$ cat src/rtl/output_pipeline.sv
// Histogram-equalisation output stage: fetches 16-pixel words, remaps each pixel through the CDF table, writes them back.
// Define OUTPUT_PIPELINE_BYPASS_EN to copy pixels through unchanged with identical cycle timing.

module output_pipeline_lane (
  input  logic       clock,
  input  logic       rst,
  input  logic       i_clr,
  input  logic       i_we,
  input  logic [7:0] i_d,
  output logic [7:0] o_q
);
  logic [7:0] r_q;

  always_ff @(posedge clock or posedge rst)
    if (rst)       r_q <= '0;
    else if (i_clr) r_q <= '0;
    else if (i_we)  r_q <= i_d;

  assign o_q = r_q;
endmodule

module output_pipeline #(
  parameter logic [14:0] ADDRESS_OF_LAST = 15'd3,
  parameter int          SCALE_SHIFT     = 24
) (
  input  logic         clock,
  input  logic         rst,
  input  logic         start,
  input  logic         cdf_valid,
  input  logic [19:0]  cdf_min,
  input  logic [23:0]  scale_recip,
  input  logic         inputBaseOffset,
  input  logic         outputBaseOffset,
  output logic [15:0]  m3ReadAddr,
  input  logic [127:0] m3ReadBus,
  output logic [15:0]  m2ReadAddr,
  input  logic [127:0] m2ReadBus,
  output logic         m4WE,
  output logic [15:0]  m4WriteAddr,
  output logic [127:0] m4WriteBus,
  output logic         done,
  output logic         map_err
);
  localparam int NUM_LANES = 16;
  localparam int IDX_W     = 4;

  typedef enum logic [2:0] {IDLE, FETCH, MAP, DRAIN, WRITE, DONE} state_t;

  state_t                      r_state, w_next;
  logic [14:0]                 r_word_cnt;
  logic [IDX_W-1:0]            r_k, r_m2_idx;
  logic                        r_drain, r_m2_vld, r_map_err;
  logic [NUM_LANES-1:0][7:0]   r_pix, w_m3_px, w_lanes;
  logic [7:0]                  w_lane_d;
  logic [15:0]                 w_m2_addr;
  logic                        w_bad, w_last, w_unused;

  assign w_m3_px = m3ReadBus;
  assign w_last  = (r_word_cnt == ADDRESS_OF_LAST);

`ifdef OUTPUT_PIPELINE_BYPASS_EN
  assign w_lane_d  = r_pix[r_m2_idx];
  assign w_bad     = 1'b0;
  assign w_m2_addr = '0;
  assign w_unused  = &{1'b0, m2ReadBus, cdf_min, scale_recip};
`else
  logic [15:0] w_tag;
  logic [19:0] w_cdf, w_diff;
  logic [43:0] w_prod;
  logic [44:0] w_rnd, w_q;
  logic [7:0]  w_sat, w_cur_px;

  assign w_tag  = m2ReadBus[35:20];
  assign w_cdf  = m2ReadBus[19:0];
  assign w_diff = w_cdf - cdf_min;
  assign w_prod = 44'(w_diff) * 44'(scale_recip);
  // Extra headroom bit so the rounding add cannot wrap a near-full product
  assign w_rnd  = {1'b0, w_prod} + (45'd1 << (SCALE_SHIFT - 1));
  assign w_q    = w_rnd >> SCALE_SHIFT;
  assign w_sat  = (|w_q[44:8]) ? 8'hFF : w_q[7:0];
  assign w_bad  = (w_tag != 16'hAAAA);
  assign w_lane_d = (w_bad || (w_cdf < cdf_min)) ? 8'h00 : w_sat;

  // Source word is on the bus only during MAP cycle 0; later pixels come from the captured copy
  assign w_cur_px  = (r_k == '0) ? w_m3_px[0] : r_pix[r_k];
  assign w_m2_addr = {8'h00, w_cur_px};
  assign w_unused  = &{1'b0, m2ReadBus[127:36]};
`endif

  always_ff @(posedge clock or posedge rst)
    if (rst) r_state <= IDLE;
    else     r_state <= w_next;

  always_comb begin
    w_next      = r_state;
    m3ReadAddr  = '0;
    m2ReadAddr  = '0;
    m4WE        = 1'b0;
    m4WriteAddr = '0;
    done        = 1'b0;
    if (!start) w_next = IDLE;
    else begin
      case (r_state)
        IDLE:    if (cdf_valid) w_next = FETCH;
        FETCH:   w_next = MAP;
        MAP:     if (r_k == 4'd15) w_next = DRAIN;
        DRAIN:   if (r_drain) w_next = WRITE;
        WRITE:   w_next = w_last ? DONE : FETCH;
        DONE:    w_next = DONE;
        default: w_next = IDLE;
      endcase
    end
    case (r_state)
      FETCH: m3ReadAddr = {inputBaseOffset, r_word_cnt};
      MAP:   m2ReadAddr = w_m2_addr;
      WRITE: begin
        m4WE        = start;
        m4WriteAddr = {outputBaseOffset, r_word_cnt};
      end
      DONE:  done = 1'b1;
      default: ;
    endcase
  end

  always_ff @(posedge clock or posedge rst)
    if (rst) begin
      r_word_cnt <= '0;
      r_k        <= '0;
      r_drain    <= 1'b0;
      r_m2_vld   <= 1'b0;
      r_m2_idx   <= '0;
      r_pix      <= '0;
    end else if (!start) begin
      r_word_cnt <= '0;
      r_k        <= '0;
      r_drain    <= 1'b0;
      r_m2_vld   <= 1'b0;
      r_m2_idx   <= '0;
      r_pix      <= '0;
    end else begin
      r_k      <= (r_state == MAP) ? r_k + 4'd1 : '0;
      r_drain  <= (r_state == DRAIN) ? ~r_drain : 1'b0;
      r_m2_vld <= (r_state == MAP);
      r_m2_idx <= r_k;
      if (r_state == MAP && r_k == '0) r_pix <= w_m3_px;
      if (r_state == WRITE && !w_last) r_word_cnt <= r_word_cnt + 15'd1;
    end

  always_ff @(posedge clock or posedge rst)
    if (rst)                                          r_map_err <= 1'b0;
    else if (r_state == IDLE && w_next == FETCH)      r_map_err <= 1'b0;
    else if (start && r_m2_vld && w_bad)              r_map_err <= 1'b1;

  assign map_err = r_map_err;

  genvar gi;
  generate
    for (gi = 0; gi < NUM_LANES; gi++) begin : g_lane
      output_pipeline_lane u_lane (
        .clock (clock),
        .rst   (rst),
        .i_clr (!start),
        .i_we  (r_m2_vld && (r_m2_idx == IDX_W'(gi))),
        .i_d   (w_lane_d),
        .o_q   (w_lanes[gi])
      );
    end
  endgenerate

  assign m4WriteBus = w_lanes;
endmodule
$ cat config.mk
export PLATFORM = sky130hd
export DESIGN_NAME = output_pipeline
export DESIGN_NICKNAME = d
export VERILOG_FILES = /design/src/rtl/output_pipeline.sv
export SDC_FILE = /design/constraint.sdc
export NUM_CORES = 2
export LEC_CHECK = 0
export BUFFER_PORTS_ARGS = -buffer_cell sky130_fd_sc_hd__buf_2
export CORE_UTILIZATION = 53
export CTS_BUF_LIST = sky130_fd_sc_hd__clkbuf_16
export DETAILED_ROUTE_END_ITERATION = 8
export PLACE_DENSITY = 0.9
export SLEW_MARGIN = 20
export SYNTH_ARGS = -nofsm -noshare
export SYNTH_HDL_FRONTEND = slang
export SYNTH_HIERARCHICAL = 1
export SYNTH_SLANG_ARGS = --single-unit
$ cat constraint.sdc
create_clock -name clock -period 4.8 [get_ports clock]
set_input_delay 0.96 -clock clock [delete_from_list [all_inputs] [get_ports clock]]
set_output_delay 0.96 -clock clock [all_outputs]
set_load 0.02 [all_outputs]
### Yosys cells after proc, flatten, opt, wreduce, memory -nomap -nowiden

Cells that the tools add are included.

* bits in registers: 285
* bits of input ports: 306
* output and inout bits: 179
* word-level logic and storage cells: 177

* $add $sub $neg: 4
* multiply operators: 1
* $lt $le $gt $ge: 2
* equal/unequal tests: 42
* muxes and demuxes: 60
* bitwise operators: 1
* reduce and logical (&&, ||, !) cells: 28

Operators with widths (number)
* $mux 8: 37
* $mux 128: 2
* $add 44x24->45 const B: 1
* $mul 20x24->44: 1
* $eq 4x4->1 const B: 9
* $ne 2x1->1 const B: 18
* $bmux 8 s4: 1
* $mux 16: 2
* $mux 15: 2
* $logic_and 1x1->1: 21
* $lt 20x20->1: 1
* $sub 20x20->20: 1
* $pmux 3 s6: 1
* $eq 4x3->1 const B: 4
* $ne 16x16->1 const B: 1
* $add 15x1->15 const B: 1
* $eq 15x2->1 const B: 1
* $mux 3: 5
* $reduce_or 13->1: 1
* $mux 4: 3
* $eq 4x2->1 const B: 2
* $logic_not 4->1: 2
* $mux 1: 7
* $eq 3x1->1 const B: 2
* 10 further kinds: 12

### Depth between registers and ports, before layout

* depth after elaboration: 8
* gate-level depth with buffers: 40
* mapped depth without buffers: 39

### Hierarchy

The synthesis kept the hierarchy.

By module, submodules not included
* output_pipeline: times used 1, cells each 2561, area each 24337.1 µm², sequential area each 3928.8 µm²
* output_pipeline_lane: times used 16, cells each 27, area each 329.1 µm², sequential area each 200.2 µm²

### Worst setup path before layout

No wires, ideal clock.

* path kind: input to register
* from: input m2ReadBus[0]
* to: register g_lane[0].u_lane.r_q[6]
* library setup time: 0.076 ns
* arrival time: 9.752 ns
* required time: 4.724 ns
* path slack: -5.028 ns
* stages: 37
* path buffers: 1
* cells stage by stage: inv_1 > ha_1 > inv_2 > fa_1 > a21o_1 > a31oi_1 > o21ai_1 > a31oi_1 > o21ai_1 > a41oi_1 > nor2b_1 > xnor2_1 > clkbuf_1 > nand2_1 > fa_1 > inv_1 > fa_1 > fa_1 > fa_1 > fa_1 > fa_1 > inv_1 > fa_1 > inv_1 > ha_1 > a21oi_1 > a21oi_1 > a211oi_1 > nor3_1 > a211oi_4 > o21ai_1 > a21oi_1 > o21a_1 > a211oi_4 > a211oi_1 > mux2i_1 > nor2_1

* cells in the longest elaborated chain, start to end: 8
* elaborated cells on any way between the ends: 10
* those cells by class: add/sub (2); mul (1); order compare (1); mux (4); reduce/logical (2)

Ends and longest elaborated chain
* start, declared: RTL line 37 `input logic [127:0] m2ReadBus,`
* $sub 20x20->20: RTL line 75 `assign w_diff = w_cdf - cdf_min;`
* $mul 20x24->44: RTL line 76 `assign w_prod = 44'(w_diff) * 44'(scale_recip);`
* $add 44x24->45: RTL line 78 `assign w_rnd = {1'b0, w_prod} + (45'd1 << (SCALE_SHIFT - 1));`
* $reduce_or 13->1: RTL line 80 `assign w_sat = (|w_q[44:8]) ? 8'hFF : w_q[7:0];`
* $mux 8: RTL line 80
* $mux 8 (*): RTL line 82 `assign w_lane_d = (w_bad || (w_cdf < cdf_min)) ? 8'h00 : w_sat;`
* named net w_lane_d[6]: RTL line 54 `logic [7:0] w_lane_d;`
* $mux 8 (*): RTL line 17 `else if (i_we) r_q <= i_d;`
* $mux 8 (*): RTL line 16 `else if (i_clr) r_q <= '0;`
* end signal, assigned: RTL line 17
* end, declared: RTL line 12 `logic [7:0] r_q;`

The timed path passes the listed nets; every way through them passes the cells marked *. The select of a mux whose other input is x is not followed.
A chain may end at the register's enable or synchronous reset.

### Worst setup path after layout

* from: input m2ReadBus[0]
* to: register g_lane[9].u_lane.r_q[3]

* cells in the longest elaborated chain, start to end: 8
* elaborated cells on any way between the ends: 10
* those cells by class: add/sub (2); mul (1); order compare (1); mux (4); reduce/logical (2)

Ends and longest elaborated chain (RTL line)
* $sub 20x20->20: 75
* $mul 20x24->44: 76
* $add 44x24->45: 78
* $reduce_or 13->1: 80
* $mux 8: 80
* $mux 8 (*): 82
* named net w_lane_d[3]: 54
* $mux 8 (*): 17
* $mux 8 (*): 16
* end signal, assigned: 17
* end, declared: 12

Marked as above.

==> results.md <==
- Core Util, Final: 0.656
- IO Pins: 485
- Setup WS pre-CTS: -5.84 ns
- Row Count: 86
- Crit Path Max Fanout: 8
- Crit path kind: primary input to flip-flop
- CTS tree: built
- Die H: 238 µm
- DIE AREA: 0.0568 mm²
- Post-synth top flop: dfrtp_1
- Max incr delay on CP: 0.56 ns
- Crit start category: primary input
- Number of max-cap violations: 0
- Vias/cell: 5.69
- Most used cell along the critical path: fa_1
- Reg2Reg Launch Point: r_k[0]
- Fillcell total: 3914
- Mapped cell area: 0.0296 mm²
- Type of the worst min-delay path: flip-flop to flip-flop
- Critical-path top delay cell: fa_1
- Vias: 24600
- Fraction of layout cells with a size suffix above 1: 0.255
- Number of H-tree levels: 1
- Post-synth ARST share: 1.00
- Initial antenna violation count: 10
- Fin cells: 4325
- Endpoints failing setup: 128
- Initial Utilization: 0.537
- First drt pass iteration count: 5
- Number of remaining DRC errors: 0
- Global-route usage over all layers: 0.311
- Hpwl dp: 69000 µm
- First-pass GRT wire length: 137000 µm
- Hold WS: 0.488 ns
- Seq/Total Area, Yosys: 0.241
- Slew @ Worst Pin: 1.34 ns
- GPL Wtd Cong: 0.928
- Synth area leader: fa_1
- Antenna Nets Post-Route: 0
- YS warnings: 6
- Violated checks: negative setup slack
- Longest Clk Path Bufs: 3
- Pin count of the biggest net entering global routing: 90
- Die Wd: 238 µm
- Num CTS Buffers: 26
- Worst setup path startpoint: m2ReadBus[0]
- Largest cells by area after synthesis: fa_1 27%, dfrtp_1 24%, ha_1 8.4%, inv_1 6.6%, mux2i_1 5.0%
- Period utilisation layout: 1.98
- Synthesis-stage register bit count: 285
- CP delay by family, top: adder cells
- WP buf/inv: 15
- FF+latch area: 0.00713 mm²
- Crit end category: flip-flop
- EDFF count, synth: 0
- Initial DRC Count: 1947
- Core Region: 0.0551 mm²
- Num Clock Sinks: 285
- Syn avg cell area: 9.89 µm²
- Fin crit period: 9.53 ns
- Relative slew slack: 0.105
- HP Start: r_drain
- Count of cell types in the netlist: 72
- Clock Pin Slew Worst Setup and Hold Paths: 0.07 ns
- Final Hold Fails: 0
- Routed WL per cell: 21.0 µm
- Final Skew: 0.0240 ns
- Number of global-route vias before repair: 25500
- Final net count: 4447
- Root Buffer: clkbuf_16
- Worst path required time: 5.23 ns
- Inst Count DP: 4222
- Syn Inst Count: 2993
- Total grt overflow: 0
- Multi-input gate area: 0.0204 mm²
- Fmax achieved: 105 MHz
- Critical path arrival: 9.96 ns
- Final wirelength: 90700 µm
- IO buf count: 384
- Clk Latency, worst-skew pair: 0.54 ns
- Area fraction of the dominant cell type after synthesis: 0.266
- RSZ-0062 raised after global routing: yes
- Final WS setup: -4.73 ns
- Status: complete, but fails checks
- Slew Viols, Final: 0
- Layout area overhead: 22.0%
path summary, 6_finish.rpt:
| path | to | slack (ns) | cells after the start |
|---|---|---|---|
| max in group asynchronous | r_pix[111] | 3.45 | 3 |
| min in group asynchronous | g_lane[12].u_lane/o_q[6] | 0.59 | 2 |
| worst min-delay path | r_state[1] | 0.49 | 1 |
| worst max register to register | r_pix[31] | 1.77 | 5 |
| worst min register to register | r_state[1] | 0.49 | 1 |
| worst max-delay path | g_lane[9].u_lane/o_q[3] | -4.73 | 45 |
cells in the final DEF, fill, tap and decap left out, drive strengths merged, types with 53 or more instances in the layout:
cell   synthesis  routed
a22o         128     128
a21oi         53      53
fa           394     394
and2         201     201
nor2         205     205
ha           199     199
inv          518     524
nand2        297     297
dfrtp        285     285
mux2i        147     147
buf           60     697
Yosys cell counts, drive strengths merged (2+ instances only):
master and instances:
or3 2, and3b 21, xnor2 18, clkbuf 124
xor2 25, and2 201, a221oi 2, nand4b 2
a221o 2, nand4 19, o211ai 3, and3 27
mux2i 147, nand3 27, nor3b 3, nand2 297
or2 2, a41oi 3, nand2b 6, o21ai 33
a31oi 12, nor3 22, a211oi 31, dfrtp 285
a21o 16, nor2 205, o21a 4, inv 518
mux4 32, fa 394, nand3b 8, o2111ai 2
o21bai 4, a22o 128, nor2b 30, a21boi 2
a21oi 53, buf 60, nor4 8, ha 199
nor4bb 4, a31o 2
timing repair:
action                     CTS  global route
setup endpoints to repair  128           128
gates cloned                 4             7
setup buffers               20            15
hold buffers                 0             0
resized for setup           49            64
pin swaps                   27            52
hold endpoints to repair     0             0
layer usage:
layer	routed length, µm	track usage	vias up
met3	10000	0.0934	319
met1	34100	0.402	12300
met2	42400	0.498	1353
met4	4140	0.106	4
li1	-	-	10600
met5	23	0	-
worst register-to-register path, cell delays in order (launching register included):
cell and delay, ns:
dfrtp_2 0.60, inv_1 0.17, ha_1 0.65, and3_4 0.85
buf_4 0.49, a22o_1 0.20
area by class of cell:
| cell class | instances | area share |
|---|---|---|
| inverters | 518 | 0.0544 |
| multi-input cells | 2013 | 0.566 |
| diodes | 10 | 0.000693 |
| well taps | 748 | 0.0259 |
| repair buffers | 704 | 0.133 |
| clock buffers | 27 | 0.0187 |
| clock inverters | 20 | 0.00457 |
| flip-flops and latches | 285 | 0.198 |
cell families after synthesis:
group	after synthesis	synth area share
adder cells (fa/ha/maj)	593	0.351
AND/OR/NAND/NOR	887	0.148
other	1	0.000127
XOR/XNOR	43	0.0132
multiplexers	179	0.0741
AO/OA/AOI/OAI	303	0.0777
buffers and inverters	702	0.0954
flip-flops	285	0.241
state kept, by name (all words and copies together) (netlist names):
register	cells
g_lane.u_lane/o_q	128
r_pix	128
r_word_cnt	15
r_k	4
r_m2_idx	4
r_state	3
map_err	1
r_drain	1
r_m2_vld	1
stage by stage:
| step | TNS, ns | instance area [µm²] |
|---|---|---|
| 6_report | -587.68 | 36100 |
| 5_1_grt | -633.23 | 36100 |
| 4_1_cts | -569.35 | 35500 |
| 3_5_place_dp | -739.22 | 34200 |
| 3_3_place_gp | -716.62 | 34200 |
| 2_1_floorplan | -584.29 | 29900 |
Power is left out: the tool's default activity adds up to more than one toggle a clock period on the data nets, which glitch-free logic cannot reach.
